[src/rtl/eco32f_rf_wport_sched.sv]
// Register-file write-port scheduler: shares the single write port between the
// in-order writeback stage and out-of-order mul/div results, with a destination scoreboard.
module eco32f_rf_wport_sched #(
  parameter int MAX_OUTSTANDING = 4,
  parameter int STARVE_LIMIT    = 8
) (
  input  logic        clk,
  input  logic        rst_n,

  input  logic [4:0]  id_rf_x_addr,
  input  logic [4:0]  id_rf_y_addr,
  input  logic [4:0]  id_rf_r_addr,
  input  logic        id_rf_r_we,
  output logic        id_sb_stall,

  input  logic        mc_issue_valid,
  input  logic [4:0]  mc_issue_addr,
  output logic        mc_issue_ready,

  input  logic        mc_res_valid,
  input  logic [4:0]  mc_res_addr,
  input  logic [31:0] mc_res_data,
  output logic        mc_res_ready,

  input  logic        wb_rf_r_we,
  input  logic [4:0]  wb_rf_r_addr,
  input  logic [31:0] wb_rf_r,
  output logic        wb_hold,

  output logic        rf_we,
  output logic [4:0]  rf_waddr,
  output logic [31:0] rf_wdata
);

  localparam logic [2:0] MAX_OUT    = 3'(MAX_OUTSTANDING);
  localparam logic [7:0] STARVE_MAX = 8'(STARVE_LIMIT);

  logic [31:0] pending;
  logic [2:0]  outstanding;
  logic [7:0]  starve;

  logic        force_mc;
  logic        grant_mc;
  logic        grant_wb;
  logic        issue_fire;
  logic        retire_fire;
  logic        x_hit;
  logic        y_hit;
  logic        r_hit;

  // Issue acceptance looks only at pre-edge state, so an issue to a register
  // that is retiring in the same cycle is refused and must retry.
  always_comb begin
    mc_issue_ready = ((mc_issue_addr == 5'd0) || !pending[mc_issue_addr])
                     && (outstanding < MAX_OUT);
    issue_fire     = mc_issue_valid && mc_issue_ready;
  end

  always_comb begin
    force_mc     = mc_res_valid && (starve == STARVE_MAX);
    grant_mc     = force_mc || (mc_res_valid && !wb_rf_r_we);
    grant_wb     = wb_rf_r_we && !force_mc;
    wb_hold      = force_mc;
    mc_res_ready = grant_mc;
    retire_fire  = mc_res_valid && grant_mc;
    rf_waddr     = grant_mc ? mc_res_addr : wb_rf_r_addr;
    rf_wdata     = grant_mc ? mc_res_data : wb_rf_r;
    // $0 is hardwired zero; the handshake still completes without a write.
    rf_we        = (grant_mc || grant_wb) && (rf_waddr != 5'd0);
  end

  always_comb begin
    x_hit       = (id_rf_x_addr != 5'd0) && pending[id_rf_x_addr];
    y_hit       = (id_rf_y_addr != 5'd0) && pending[id_rf_y_addr];
    r_hit       = id_rf_r_we && (id_rf_r_addr != 5'd0) && pending[id_rf_r_addr];
    id_sb_stall = x_hit || y_hit || r_hit;
  end

  always_ff @(posedge clk or negedge rst_n) begin
    if (!rst_n) begin
      pending <= 32'd0;
    end else begin
      for (int i = 1; i < 32; i++) begin
        if (issue_fire && (mc_issue_addr == 5'(i)))
          pending[i] <= 1'b1;
        else if (retire_fire && (mc_res_addr == 5'(i)))
          pending[i] <= 1'b0;
      end
      pending[0] <= 1'b0;
    end
  end

  always_ff @(posedge clk or negedge rst_n) begin
    if (!rst_n) begin
      outstanding <= 3'd0;
    end else begin
      case ({issue_fire, retire_fire})
        2'b10:   outstanding <= outstanding + 3'd1;
        2'b01:   if (outstanding != 3'd0) outstanding <= outstanding - 3'd1;
        default: outstanding <= outstanding;
      endcase
    end
  end

  // Counts cycles a valid mc result has lost arbitration; at the limit it forces the port.
  always_ff @(posedge clk or negedge rst_n) begin
    if (!rst_n) begin
      starve <= 8'd0;
    end else if (!mc_res_valid || retire_fire) begin
      starve <= 8'd0;
    end else if (starve != STARVE_MAX) begin
      starve <= starve + 8'd1;
    end
  end

endmodule

[config.mk]
export PLATFORM = sky130hd
export DESIGN_NAME = eco32f_rf_wport_sched
export DESIGN_NICKNAME = d
export VERILOG_FILES = /design/src/rtl/eco32f_rf_wport_sched.sv
export SDC_FILE = /design/constraint.sdc
export NUM_CORES = 1
export LEC_CHECK = 0
export ABC_CLOCK_PERIOD_IN_PS = 4400
export BUFFER_PORTS_ARGS = -buffer_cell sky130_fd_sc_hd__buf_2
export CAP_MARGIN = 20
export CORE_ASPECT_RATIO = 2
export CORE_MARGIN = 4
export CORE_UTILIZATION = 45
export CTS_BUF_LIST = sky130_fd_sc_hd__clkbuf_4
export DETAILED_ROUTE_END_ITERATION = 10
export HOLD_SLACK_MARGIN = 0.06
export PLACE_DENSITY = 0.85
export SLEW_MARGIN = 40
export SYNTH_ARGS = -nofsm -noshare
export SYNTH_HDL_FRONTEND = slang
export SYNTH_SLANG_ARGS = --single-unit
[constraint.sdc]
create_clock -name clk -period 4.4 [get_ports clk]
set_input_delay 0.22 -clock clk [delete_from_list [all_inputs] [get_ports clk]]
set_output_delay 0.22 -clock clk [all_outputs]
set_load 0.05 [all_outputs]
==> results of run 1 <==
==> cell type report <==
cell class              instances  area (um^2)
multi-input cells             328         2370
clock buffers                   5         37.5
flip-flops and latches         42         1050
inverters                      10         37.5
repair buffers                143          726
fillers                       663         3300
diodes                          1         2.50
clock inverters                 3         68.8
well taps                      94          118
==> per-layer routing <==
metal,GRT usage,share of wire,vias to the layer above
met5,0,0,-
met4,0.184,0.071,0
met3,0.0462,0.087,68
met2,0.455,0.53,327
met1,0.261,0.31,1732
li1,-,-,1724
==> Yosys cell counts (6+ instances only) <==
library cell	n	share of area
o21ai_0	34	0.047
mux2i_1	18	0.050
nand2_1	117	0.12
nor2_1	20	0.021
inv_1	9	0.0094
buf_1	6	0.0063
mux2_2	6	0.019
dfrtp_1	42	0.29
o31ai_1	31	0.065
clkbuf_1	8	0.0083
mux4_2	28	0.18
nand3_1	17	0.024
==> power groups by stage <==
stage / sequential [uW] / combinational (uW) / clock [uW]
after detailed placement: 678 / 866 / 0
after global placement: 672 / 822 / 0
after floorplan: 602 / 694 / 0
final: 682 / 877 / 311
after global routing: 697 / 948 / 330
after CTS: 670 / 871 / 314
==> logic make-up (layout without fill, tap and decap cells) <==
kind of cell	count (synthesis)	count (layout)	share of synthesized area
and+or+nand+nor	184	184	0.229
AOI/OAI and AO/OA	82	82	0.157
muxes	52	52	0.244
DFF	42	42	0.292
buffers and inverters	35	161	0.0486
xor gates and xnor gates	7	7	0.0170
adders and majority gates	3	3	0.0125
other	0	1	0
==> state kept, by name (all words and copies together) (netlist names) <==
signal / cells
pending: 31
starve: 8
outstanding: 3
==> worst max-delay path: stages, from the launching register on <==
cell and delay (ps):
dfrtp_1 440, inv_1 70, ha_1 140, nand4bb_1 110, nor4_2 290, o21ai_4 80
inv_2 510, o21ai_1 260, fa_1 550, or4_1 540, nand3_1 110
==> what timing repair did <==
action | in CTS | in global routing
hold buffers | 1 | 0
buffers inserted | 0 | 0
endpoints found under the hold margin | 42 | 0
resized for setup | 0 | 0
==> worst paths after layout <==
check / depth (start not counted) / endpoint / from / slack (ps)
hold reg to reg: 1 / starve[0] / starve[0] / 510
max in group asynchronous: 2 / starve[5] / rst_n / 3680
setup / recovery: 10 / outstanding[1] / starve[0] / 1210
setup reg to reg: 10 / outstanding[1] / starve[0] / 1210
min in group asynchronous: 2 / pending[27] / rst_n / 350
hold / removal: 2 / starve[1] / mc_res_valid / 170
==> stage by stage <==
stage,cells,worst slack [ps],instance area (um^2),hold WS (ps)
floorplan,405,1680,3600,-75.6
global placement,616,1450,4290,386
finish,626,1210,4420,168
detailed placement,616,1270,4300,231
CTS,625,1250,4410,161
global route,626,973,4420,165
==> impl_metrics.csv, run 1 <==
group,metric,value,unit
outcome,status,"completed",
worst_setup_path,critPathMaxFanout,45,
power_and_ir_drop,p_comb_frac,0.469,
cts,root_buffer,"clkbuf_4",
worst_setup_path,arrival,3500,ps
power_and_ir_drop,irDropWorstVdd,160,uV
finish,fin_nets,633,
worst_setup_path,worstSetupPathType,"flip-flop to flip-flop",
finish,final_util,0.572,
grt,grt_pass1_wl,19200,um
grt,grtUsageTotal,0.256,
worst_setup_path,endpoint_kind,"flip-flop",
grt,antenna_found_initial,1,
timing,fin_setup_tns,0,ps
finish,layout-drive-gt1-share,0.363,
power_and_ir_drop,p_total,1870,uW
floorplanning,rows,45,
cts,cts_max_level,2,
synth,async_reset_ff_frac,1.00,
synth,synthesis.nets,508,
power_and_ir_drop,sequentialPowerShare,0.365,
route,ant_nets,0,
timing,setup_viol,0,
cts,clockBufferDepth,2,
grt,grt_max_degree,46,
floorplanning,initial_core_util,0.467,
floorplanning,dieHeight,135,um
floorplanning,die_x,71.3,um
route,drtIter0Drc,470,
route,drtPass1Iterations,8,
synth,synth_ff_type,"dfrtp_1",
route,drcViolationCount,0,
cts,clock_sinks,42,
job,maxCapViolations,0,
floorplanning,num_io_pins,142,
power_and_ir_drop,p_sw_frac,0.429,
power_and_ir_drop,p_int,1070,uW
finish,layout_commonest_cell,"buf_2",
cts,cts_tree,"yes",
finish,syn2layout_area_growth,22.6,%
route,wl,12000,um
floorplanning,dieArea,9580,um^2
min_path,hold_class,"input pin to flip-flop",
synth,yosysWarnings,0,
finish,mostFrequentLayoutCells,"140 x buf_2, 117 x nand2_1, 42 x dfrtp_1",
timing,rsz0062_at_grt,"false",
power_and_ir_drop,p_clk_frac,0.166,
timing,final.min_clock_period,3190,ps
grt,gr-total-overflow,0,
cts,cts_buffers,5,
synth,netlist_area,3600,um^2
synth,synth-edff-count,0,
timing,hold_violations,0,
route,viasPerCell,6.15,
route,wl_per_cell,19.2,um
synth,synth.distinct_cells,47,
worst_setup_path,crit_required,4710,ps
timing,clock_skew,14.3,ps
timing,max_slew_margin,0.537,
placed_design,hpwl,9350,um
placed_design,portBuffers,141,
floorplanning,fp.coreArea,7710,um^2
timing,drv_slew,0,
route,route.vias.total,3851,
synth,post_synth.cell_area_avg,8.89,um^2
grt,grt_pass1_vias,3961,
timing,max_clock_freq,314,MHz
power_and_ir_drop,pwr_density_cell,423,nW/um^2
synth,synthCells,405,
synth,ys_ff_latch,42,
timing,min_period_over_period,0.724,
worst_setup_path,worstSetupStartpointType,"flip-flop",
placed_design,place.gp.congestion,1.00,
cts,clk_pin_slew_worst_paths,120,ps
synth,ys_seq_area_frac,0.292,
power_and_ir_drop,leakagePower,0.00214,uW
power_and_ir_drop,switchingPower,803,uW
timing,worst_slew_pin_slew,694,ps
cts,clock_latency,380,ps
Power figures use the tool's default switching activity.
==> run 2, diff against run 1 <==
--- a/config.mk
+++ b/config.mk
@@ -5,7 +5,7 @@
 export SDC_FILE = /design/constraint.sdc
 export NUM_CORES = 1
 export LEC_CHECK = 0
-export ABC_CLOCK_PERIOD_IN_PS = 4400
+export ABC_CLOCK_PERIOD_IN_PS = 3100
 export BUFFER_PORTS_ARGS = -buffer_cell sky130_fd_sc_hd__buf_2
 export CAP_MARGIN = 20
 export CORE_ASPECT_RATIO = 2
==> constraint.sdc (replaced) <==
create_clock -name clk -period 3.1 [get_ports clk]
set_input_delay 0.155 -clock clk [delete_from_list [all_inputs] [get_ports clk]]
set_output_delay 0.155 -clock clk [all_outputs]
set_load 0.05 [all_outputs]
==> run 2 against run 1 <==
  * Worst setup slack got worse by 1100 ps
  * Clock skew rose by 9.6 ps
  * Routed wire length rose by 0.28%
  * Worst hold slack got worse by 83 ps
  * Via count rose by 0.73%
  * Count of clock-buffer cells in the layout did not move
  * Critical endpoint is now rf_we
  * First-iteration DRC count rose by 4.9%
  * Die area did not move
==> impl_metrics.csv, run 2 (same netlist as run 1, synthesis figures left out) <==
group,metric,value,unit
floorplanning,rows,45,
worst_setup_path,arrival,2820,ps
job,maxCapViolations,0,
power_and_ir_drop,p_int,1520,uW
cts,cts_tree,"yes",
cts,root_buffer,"clkbuf_4",
worst_setup_path,worstSetupStartpointType,"flip-flop",
finish,layout-drive-gt1-share,0.368,
floorplanning,die_x,71.3,um
floorplanning,dieHeight,135,um
timing,worst_hold_slack,85.3,ps
outcome,status,"completed",
timing,final.min_clock_period,2970,ps
timing,max_slew_margin,0.638,
cts,cts_buffers,5,
grt,gr-total-overflow,0,
route,route.vias.total,3879,
floorplanning,num_io_pins,142,
grt,grt_pass1_vias,4020,
floorplanning,initial_core_util,0.467,
min_path,hold_class,"input pin to flip-flop",
route,ant_nets,0,
timing,hold_violations,0,
route,wl_per_cell,19.1,um
finish,fin_nets,637,
route,drtPass1Iterations,5,
cts,clock_sinks,42,
worst_setup_path,critPathMaxFanout,44,
placed_design,dp.cells,618,
timing,drv_slew,0,
grt,grt_max_degree,45,
placed_design,place.gp.congestion,0.952,
power_and_ir_drop,p_clk_frac,0.166,
placed_design,hpwl,9520,um
finish,finalNonFillerCells,630,
finish,top_regs,"pending x31, starve x8, outstanding x3",
power_and_ir_drop,leakagePower,0.00216,uW
power_and_ir_drop,irDropWorstVdd,191,uV
cts,clock_latency,370,ps
power_and_ir_drop,sequentialPowerShare,0.364,
finish,mostFrequentLayoutCells,"140 x buf_2, 117 x nand2_1, 42 x dfrtp_1",
route,wl,12000,um
timing,worst_slew_pin_slew,543,ps
cts,clk_pin_slew_worst_paths,140,ps
timing,min_period_over_period,0.959,
worst_setup_path,crit_required,2940,ps
route,drtIter0Drc,493,
cts,clockBufferDepth,2,
timing,setup_viol,0,
power_and_ir_drop,pwr_density_cell,594,nW/um^2
timing,clock_skew,23.8,ps
floorplanning,dieArea,9580,um^2
route,drcViolationCount,0,
placed_design,portBuffers,141,
worst_setup_path,endpoint_kind,"primary output",
grt,grt_pass1_wl,19300,um
worst_setup_path,worstSetupPathType,"flip-flop to primary output",
placed_design,place_area,4310,um^2
timing,max_clock_freq,336,MHz
finish,syn2layout_area_growth,23.6,%
finish,regMostFlops,"pending",
route,viasPerCell,6.16,
cts,cts_max_level,2,
grt,grtUsageTotal,0.258,
floorplanning,fp.coreArea,7710,um^2
power_and_ir_drop,p_comb_frac,0.470,
finish,final_area,4450,um^2
power_and_ir_drop,p_total,2640,uW
finish,layout_commonest_cell,"buf_2",
power_and_ir_drop,switchingPower,1130,uW
finish,final_util,0.577,
grt,antenna_found_initial,1,
finish,largest_reg_flops,31,
power_and_ir_drop,p_sw_frac,0.426,
[run 2: cell count changes in the layout (fill, tap and decap cells not counted)]
| cell | before | now |
|---|---|---|
| a2111oi_1 | 0 | 1 |
| a2111oi_0 | 1 | 0 |
| buf_6 | 0 | 1 |
| buf_4 | 2 | 5 |
[run 2: critical path: stages, from the launching register on]
cell and delay (ps):
dfrtp_1 420, inv_1 60, ha_1 190, nand4bb_1 110
nor4_2 70, o21ai_4 220, inv_2 80, buf_6 210
or3_1 350, a2111oi_1 440, nor2_1 80, buf_2 220
[run 2: timing repair]
| action | CTS | global route |
|---|---|---|
| endpoints found under the hold margin | 42 | 0 |
| buffers inserted | 0 | 2 |
| setup endpoints to repair | 0 | 1 |
| hold buffers | 1 | 0 |
| resized for setup | 0 | 2 |
[run 2: final timing paths]
path                               from              to  slack (ps)  cells after the start
max                           starve[0]           rf_we         130                     11
min                        mc_res_valid       starve[1]          90                      2
max reg2reg                 pending[27]  outstanding[1]         340                      8
min reg2reg                   starve[0]       starve[0]         510                      1
max in group asynchronous         rst_n     pending[10]        2420                      2
min in group asynchronous         rst_n     pending[23]         300                      2
[run 2: per-layer routing]
layer / vias up / wire length [um] / GRT usage
met5: - / 0 / 0
met4: 0 / 762 / 0.184
met3: 63 / 979 / 0.0417
met2: 291 / 6460 / 0.471
met1: 1792 / 3830 / 0.254
li1: 1733 / - / -
[run 2: cell type report]
type / count / area, um^2
Tap cell: 94 / 118
Clock inverter: 3 / 68.8
Clock buffer: 5 / 37.5
Multi-Input combinational cell: 328 / 2380
Inverter: 10 / 37.5
Timing Repair Buffer: 147 / 759
Fill cell: 656 / 3260
Sequential cell: 42 / 1050
Antenna cell: 1 / 2.50
[run 2: per-stage QoR]
stage,worst slack (ps),TNS [ps]
global route,-81.9,-81.9
floorplan,447,0
CTS,78.5,0
global placement,324,0
finish,126,0
detailed placement,209,0
[run 2: power groups by stage]
| stage | clock [uW] | combinational, uW | sequential [uW] |
|---|---|---|---|
| floorplan | 0 | 985 | 854 |
| global placement | 0 | 1180 | 936 |
| detailed placement | 0 | 1230 | 958 |
| CTS | 448 | 1230 | 947 |
| global route | 472 | 1350 | 978 |
| finish | 439 | 1240 | 962 |
